## src/rtl/operand_fetch.sv

```systemverilog
// Decode/operand-fetch stage: register decode, operand capture with writeback bypass,
// and a busy scoreboard that stalls RAW/WAW hazards against issued, uncompleted writes.
module operand_fetch #(
    parameter int XLEN = 32
) (
    input  logic            clk,
    input  logic            rst_n,
    input  logic            in_valid,
    output logic            in_ready,
    input  logic [31:0]     in_instr,
    input  logic [XLEN-1:0] in_pc,
    output logic [4:0]      rf_a1,
    output logic [4:0]      rf_a2,
    input  logic [XLEN-1:0] rf_rd1,
    input  logic [XLEN-1:0] rf_rd2,
    input  logic            wb_wen,
    input  logic [4:0]      wb_rd,
    input  logic [XLEN-1:0] wb_data,
    input  logic            kill_valid,
    input  logic [4:0]      kill_rd,
    input  logic            flush,
    output logic            out_valid,
    input  logic            out_ready,
    output logic [31:0]     out_instr,
    output logic [XLEN-1:0] out_pc,
    output logic [XLEN-1:0] out_rs1_val,
    output logic [XLEN-1:0] out_rs2_val,
    output logic [4:0]      out_rd,
    output logic            out_rd_wen
);

    localparam logic [6:0] OPC_OP     = 7'b0110011;
    localparam logic [6:0] OPC_OP_IMM = 7'b0010011;
    localparam logic [6:0] OPC_LOAD   = 7'b0000011;
    localparam logic [6:0] OPC_JALR   = 7'b1100111;
    localparam logic [6:0] OPC_STORE  = 7'b0100011;
    localparam logic [6:0] OPC_BRANCH = 7'b1100011;
    localparam logic [6:0] OPC_LUI    = 7'b0110111;
    localparam logic [6:0] OPC_AUIPC  = 7'b0010111;
    localparam logic [6:0] OPC_JAL    = 7'b1101111;

    logic [4:0]      rs1, rs2, rd;
    logic            use_rs1, use_rs2, use_rd, rd_wen;
    logic [31:0]     busy, busy_next, pend;
    logic            hazard, capture, issue;
    logic [XLEN-1:0] rs1_val, rs2_val;

    assign rs1   = in_instr[19:15];
    assign rs2   = in_instr[24:20];
    assign rd    = in_instr[11:7];
    assign rf_a1 = rs1;
    assign rf_a2 = rs2;

    always_comb begin
        use_rs1 = 1'b0;
        use_rs2 = 1'b0;
        use_rd  = 1'b0;
        case (in_instr[6:0])
            OPC_OP:                            {use_rs1, use_rs2, use_rd} = 3'b111;
            OPC_OP_IMM, OPC_LOAD, OPC_JALR:    {use_rs1, use_rs2, use_rd} = 3'b101;
            OPC_STORE, OPC_BRANCH:             {use_rs1, use_rs2, use_rd} = 3'b110;
            OPC_LUI, OPC_AUIPC, OPC_JAL:       {use_rs1, use_rs2, use_rd} = 3'b001;
            default:                           {use_rs1, use_rs2, use_rd} = 3'b000;
        endcase
    end

    assign rd_wen = use_rd && (rd != 5'd0);

    // A busy register completing this cycle is no longer pending; the held entry always is.
    always_comb begin
        pend = '0;
        for (int i = 1; i < 32; i++) begin
            pend[i] = (busy[i] && !(wb_wen && wb_rd == 5'(i)) && !(kill_valid && kill_rd == 5'(i)))
                   || (out_valid && out_rd_wen && out_rd == 5'(i));
        end
    end

    assign hazard   = (use_rs1 && pend[rs1]) || (use_rs2 && pend[rs2]) || (rd_wen && pend[rd]);
    assign in_ready = rst_n && !flush && !hazard && (!out_valid || out_ready);
    assign capture  = in_valid && in_ready;
    assign issue    = out_valid && out_ready && !flush;

    always_comb begin
        rs1_val = '0;
        rs2_val = '0;
        if (use_rs1 && rs1 != 5'd0) rs1_val = (wb_wen && wb_rd == rs1) ? wb_data : rf_rd1;
        if (use_rs2 && rs2 != 5'd0) rs2_val = (wb_wen && wb_rd == rs2) ? wb_data : rf_rd2;
    end

    // Clears first so that a same-cycle set of the same bit wins.
    always_comb begin
        busy_next = busy;
        if (wb_wen)             busy_next[wb_rd]  = 1'b0;
        if (kill_valid)         busy_next[kill_rd] = 1'b0;
        if (issue && out_rd_wen) busy_next[out_rd] = 1'b1;
    end

    always_ff @(posedge clk or negedge rst_n) begin
        if (!rst_n) busy <= '0;
        else        busy <= busy_next;
    end

    always_ff @(posedge clk or negedge rst_n) begin
        if (!rst_n) begin
            out_valid   <= 1'b0;
            out_instr   <= '0;
            out_pc      <= '0;
            out_rs1_val <= '0;
            out_rs2_val <= '0;
            out_rd      <= '0;
            out_rd_wen  <= 1'b0;
        end else if (flush) begin
            out_valid <= 1'b0;
        end else if (capture) begin
            out_valid   <= 1'b1;
            out_instr   <= in_instr;
            out_pc      <= in_pc;
            out_rs1_val <= rs1_val;
            out_rs2_val <= rs2_val;
            out_rd      <= rd_wen ? rd : 5'd0;
            out_rd_wen  <= rd_wen;
        end else if (issue) begin
            out_valid <= 1'b0;
        end
    end

endmodule

```

## config.mk

```make
export PLATFORM = sky130hd
export DESIGN_NAME = operand_fetch
export DESIGN_NICKNAME = d
export VERILOG_FILES = /design/src/rtl/operand_fetch.sv
export SDC_FILE = /design/constraint.sdc
export NUM_CORES = 1
export LEC_CHECK = 0
export BUFFER_PORTS_ARGS = -buffer_cell sky130_fd_sc_hd__buf_2
export CELL_PAD_IN_SITES_DETAIL_PLACEMENT = 1
export CELL_PAD_IN_SITES_GLOBAL_PLACEMENT = 2
export CORE_ASPECT_RATIO = 1.25
export CORE_UTILIZATION = 28
export CTS_CLUSTER_SIZE = 12
export DETAILED_ROUTE_END_ITERATION = 8
export GPL_TIMING_DRIVEN = 0
export PLACE_DENSITY = 0.88
export SKIP_CTS_REPAIR_TIMING = 1
export SLEW_MARGIN = 30
export SYNTH_ARGS = -nofsm -noshare
export SYNTH_HDL_FRONTEND = slang
export SYNTH_SLANG_ARGS = --single-unit
```

## constraint.sdc

```tcl
create_clock -name clk -period 3.6 [get_ports clk]
set_clock_uncertainty 0.1 [all_clocks]
set_input_delay 0.72 -clock clk [delete_from_list [all_inputs] [get_ports clk]]
set_output_delay 0.72 -clock clk [all_outputs]
set_load 0.1 [all_outputs]
```

==> impl_results.md, run 1 <==
* Via density at 5.44
* Antenna-violating nets left at 0
* Critical Path AT at 3.55 ns
* Ys flop type: dfrtp_1
* Register area share after synthesis at 44.8%
* Port Buf Inserts at 314
* Antenna diodes at 0
* Syn Nets at 1065
* Synth unique cells at 62
* Tmin final at 4.37 ns
* Crit path max fanout at 10
* DRC viols at 0
* Number of DRC markers in iteration 0 at 443
* Area grow syn2layout at 33.9%
* Tightest hold margin at 0.0267 ns
* Routed WL at 39400 um
* Row count at 74
* Synthesized cell area at 0.00927 mm^2
* Final Max Slew Viols at 0
* Drt wl/cell at 23.6 um
* Post-Route Utilization at 38.0%
* CTS tree: built
* Initial antenna violation count at 0
* RR Endpoint: out_rs1_val[17]
* Clock Latency Late Sink at 0.44 ns
* IO Pins at 323
* Fin cells at 1667
* Max clock buf depth at 2
* Setup tns final at -20.22 ns
* Asr flop ratio synth at 100%
* Slew HR at 43.1%
* Startpoint types: primary input
* Max Cap Viol at 0
* Dpl hpwl at 30900 um
* Root buf cell: clkbuf_16
* CP peak stage delay at 0.48 ns
* FF-to-FF Start: out_rd[4]
* P_leak at 5.40 nW
* R2R depth at 11
* Die height at 205 um
* Final #Nets at 1413
* Share of layout cells above drive strength 1 at 41.6%
* Fmax at 229 MHz
* Number of global-route vias before repair at 9624
* Yosys reg bits at 166
* Commonest non-fill, non-tap cell in the layout: buf_2
* Reg clk slew, reported paths at 0.07 ns
* R2R setup slack at -0.20 ns
* Power Density at 517 mW/mm^2
* Die Span X at 165 um
* YS warnings at 0
* Slowest stage cell, crit path: mux4_2
* Final-report hold violation count at 0
* Vias after detailed routing at 9075
* Setup ws final at -0.772 ns
* First-pass GRT wire length at 58500 um
* Crit end category: primary output
* Gr usage total at 23.1%
* Num Clock Sinks at 166
* WP data required at 2.78 ns
* Initial Util at 28.4%
* Routability Congestion at 0.920
* Critical Setup Path Class: in -> out
* Commonest non-fill, non-tap cells in the layout: buf_2 (316), dfrtp_1 (162), o21ai_0 (113), mux2i_1 (66), o41ai_1 (64)
* Detailed Routing Iterations Pass 1 at 5
* Maximum VDD drop at 0.409 mV
* Slew @ Worst Pin at 0.854 ns
* Avg Inst Size Synth at 10.4 um^2
* Failing checks: setup timing
* H-tree depth at 4
* Pin count of the biggest net entering global routing at 73
* Dpl cells at 1622
* Cts bufs inserted at 17
* Setup violators final at 132
* EDFF count, synth at 0
* Core outline area at 0.0327 mm^2
* Post-Synthesis Cells at 888
* Crit share post-route at 121%
* HP Class: in -> async
* RSZ-0062 raised after global routing: true
* Worst path cell trace: buf_2 -> buf_2 -> nand4b_1 -> o221ai_2 -> o21ai_4 -> mux4_2 -> nor4bb_4 -> nor3_4 -> nand3_4 -> buf_8 -> buf_12 -> nor2_4 -> buf_12
* GRT overflow at 0
* Die area at 0.0339 mm^2
* Status: finished with violations
worst max-delay path: cells and delay by family:
| kind | cells | cell delay [ns] |
|---|---|---|
| AOI/OAI and AO/OA | 2 | 0.44 |
| muxes | 1 | 0.48 |
| and+or+nand+nor | 5 | 1.11 |
| buffers and inverters | 5 | 0.79 |
per-stage QoR:
step | setup slack [ns] | instance area, um^2 | power (mW)
after detailed placement | -1.44 | 11500 | 4.68
final | -0.772 | 12400 | 6.42
after global placement | -3.45 | 11400 | 4.63
after CTS | -1.76 | 12000 | 6.44
after floorplan | -0.478 | 9310 | 4.09
after global routing | -0.870 | 12400 | 6.64
how the worst max path moves through the flow:
| stage | startpoint | end | slack (ns) | depth (start not counted) |
|---|---|---|---|---|
| 3_3_place_gp | rst_n | in_ready | -3.45 | 10 |
| 3_5_place_dp | wb_rd[0] | in_ready | -1.44 | 13 |
| 5_1_grt | wb_rd[0] | in_ready | -0.87 | 13 |
| 4_1_cts | out_rd[3] | in_ready | -1.76 | 12 |
| 2_1_floorplan | kill_rd[4] | in_ready | -0.48 | 10 |
| 6_report | wb_rd[0] | in_ready | -0.77 | 13 |
kinds of logic (layout without fill, tap and decap cells):
kind of cell	Yosys count	after routing	synth area share (%)
AO/OA/AOI/OAI	291	291	21.2
multiplexers	131	131	15.1
XOR/XNOR	10	10	0.944
AND/OR/NAND/NOR	193	193	12.5
flip-flops	166	166	44.8
buffers and inverters	97	458	5.33
final cells by class:
class / instances / area [um^2]
inverter: 3 / 11.3
buffer: 90 / 503
fill: 3775 / 20300
tap: 418 / 523
sequential: 166 / 4160
clock inverter: 12 / 93.8
timing repair buffer: 333 / 1810
clock buffer: 20 / 447
multi-input combinational: 625 / 4860
flip-flops by register name, indices dropped and copies added, names as in the netlist:
signal and cells:
out_rs2_val 32, out_rd_wen 1, out_pc 32, busy 31, out_rs1_val 32, out_instr 32
out_rd 5, out_valid 1
power breakdown:
group          total [mW]  leakage [nW]  switching (mW)  internal [mW]
clock network        1.76         0.252           0.846          0.913
registers            2.17          2.18           0.104           2.06
logic                2.50          2.96            2.02          0.473
total                6.42          5.40            2.97           3.45
routing by layer:
layer  GRT usage [%]  vias up  share of wire (%)
met2            41.3      305                 53
li1                -     4127                  -
met5               0        -                  0
met3            4.31       54                4.8
met1            27.3     4589                 40
met4            8.16        0                2.7
cells in the mapped netlist, types with 3 or more instances:
master	n	area [um^2]
a21oi_1	5	25.0
a31oi_1	4	25.0
a41oi_1	3	26.3
and2_1	4	25.0
and3_1	4	25.0
and3b_1	3	26.3
buf_1	3	11.3
buf_2	8	40.0
buf_4	16	120
buf_6	8	90.1
clkbuf_1	59	221
dfrtp_1	166	4150
mux2_1	3	33.8
mux2_2	61	687
mux2i_1	66	661
nand2_1	45	169
nand2b_1	20	125
nand3_1	26	130
nand3b_1	7	52.6
nand4_1	5	31.3
nand4b_1	8	70.1
nand4bb_1	8	90.1
nor2_1	16	60.1
nor2b_1	14	87.6
nor4_1	5	31.3
nor4bb_1	3	30.0
o2111ai_1	6	52.6
o211ai_1	6	45.0
o21ai_0	125	626
o21ai_1	5	25.0
o221ai_1	34	298
o22ai_1	16	100
o31ai_1	8	60.1
o41ai_1	65	569
or2_2	8	50.1
or3_1	4	25.0
xor2_1	8	70.1
Note: power is estimated with default switching activity, not from simulation.
==> run 2, diff against run 1 <==
==> constraint.sdc (replaced) <==
create_clock -name clk -period 3.6 [get_ports clk]
set_clock_uncertainty 0.1 [all_clocks]
set_input_delay 0.72 -clock clk [delete_from_list [all_inputs] [get_ports clk]]
set_output_delay 0.72 -clock clk [all_outputs]
set_load 0.01 [all_outputs]
==> run 2 against run 1 <==
Net effect: critical path depth stayed put; critical endpoint unchanged; sequential share of layout area down 0.19 points; clock power rose by 5%; hold slack improved by 0.093 ns; the flow still finishes with violations (setup timing).
==> impl_results.md, run 2 (synthesized netlist as in run 1, its figures left out) <==
* Share of layout cells above drive strength 1 at 42.0%
* Detailed Routing Iterations Pass 1 at 5
* Commonest non-fill, non-tap cell in the layout: buf_2
* Dpl hpwl at 30800 um
* Setup tns final at -20.24 ns
* Routed WL at 39300 um
* Pin count of the biggest net entering global routing at 67
* Cts bufs inserted at 17
* Final #Nets at 1418
* Die height at 205 um
* Die Span X at 165 um
* Failing checks: setup timing
* Slew @ Worst Pin at 0.930 ns
* H-tree depth at 4
* Final-report hold violation count at 0
* Number of global-route vias before repair at 9664
* Initial Util at 28.4%
* Core outline area at 0.0327 mm^2
* Drt wl/cell at 23.5 um
* Setup ws final at -0.686 ns
* CTS tree: built
* DRC viols at 0
* Reg clk slew, reported paths at 0.07 ns
* Vias after detailed routing at 9095
* Max Cap Viol at 0
* Fmax at 233 MHz
* Initial antenna violation count at 1
* Post-Place Setup Slack at -1.23 ns
* Max clock buf depth at 2
* Slew HR at 38.0%
* Final Max Slew Viols at 0
* Startpoint types: primary input
* Critical Setup Path Class: in -> out
* Number of DRC markers in iteration 0 at 603
* HP Class: in -> async
* Maximum VDD drop at 0.252 mV
* Clock Latency Late Sink at 0.43 ns
* Status: finished with violations
* GRT overflow at 0
* WP data required at 2.78 ns
* Power Density at 407 mW/mm^2
* Routability Congestion at 0.932
* Commonest non-fill, non-tap cells in the layout: buf_2 (314), dfrtp_1 (166), o21ai_0 (111), mux2i_1 (66), o41ai_1 (64)
* Gr usage total at 23.1%
* IO Pins at 323
* Tmin final at 4.29 ns
* Antenna-violating nets left at 0
* RSZ-0062 raised after global routing: true
* Setup violators final at 123
* Root buf cell: clkbuf_16
* P_leak at 5.47 nW
* First-pass GRT wire length at 58400 um
* Critical Path AT at 3.47 ns
* Crit share post-route at 119%
* Crit path max fanout at 8
* Die area at 0.0339 mm^2
* Area grow syn2layout at 34.5%
* Row count at 74
* Via density at 5.44
* Num Clock Sinks at 166
* Crit end category: primary output
* Port Buf Inserts at 314
## run 2: changes by cell type in the layout (fill, tap and decap cells not counted), sizes merged
| cell | previous run | this run |
|---|---|---|
| buf | 368 | 373 |
| clkinvlp | 5 | 1 |
| clkinv | 3 | 5 |
| bufinv | 0 | 1 |
| diode | 0 | 1 |
| inv | 7 | 8 |
## run 2: critical path, cell delays in order
cell and delay, ns:
buf_8 0.10, or4b_4 0.58, buf_4 0.17, o221ai_1 0.25
o21ai_1 0.27, o211ai_1 0.25, a21oi_1 0.14, nor3_4 0.23
nand3_4 0.20, buf_12 0.20, buf_12 0.12, nor2_4 0.09
buf_6 0.13
## run 2: cell type report
type | instances | area, um^2
clock buffers | 20 | 457
diodes | 1 | 2.50
inverters | 3 | 11.3
plain buffers | 89 | 522
well taps | 418 | 523
fillers | 3803 | 20200
repair buffers | 339 | 1840
multi-input cells | 625 | 4850
flip-flops and latches | 166 | 4150
clock inverters | 12 | 116
## run 2: per-layer routing
metal / vias up / track usage, % / wire length [um]
li1: 4133 / - / -
met1: 4550 / 26.8 / 15600
met2: 331 / 40.2 / 19900
met3: 81 / 4.39 / 2010
met4: 0 / 11.4 / 1720
met5: - / 0 / 0
## run 2: through the flow
stage	hold slack (ns)	area [um^2]	total power [mW]	cells	util, %
global placement	0.366	11400	3.20	1620	34.9
CTS	0.119	12000	5.10	1654	36.9
detailed placement	0.381	11500	3.25	1622	35.1
finish	0.119	12500	5.07	1673	38.2
global route	0.142	12500	5.31	1673	38.2
floorplan	0.324	9310	2.70	888	-
## run 2: where the power goes
part           internal, mW  total, mW  switching [mW]
Combinational         0.477       1.07           0.597
Clock                  1.00       1.84           0.831
Sequential             2.06       2.16          0.0999
## run 2: worst paths after layout
check	start	to	slack, ns	cells after the start
max	kill_rd[2]	in_ready	-0.69	13
min	rst_n	out_rs2_val[1]	0.12	1
max reg2reg	out_rd_wen	out_pc[22]	-0.12	11
min reg2reg	out_pc[10]	out_pc[10]	0.39	1
max in group asynchronous	rst_n	out_instr[23]	2.58	2
min in group clk	out_pc[10]	out_pc[10]	0.39	1
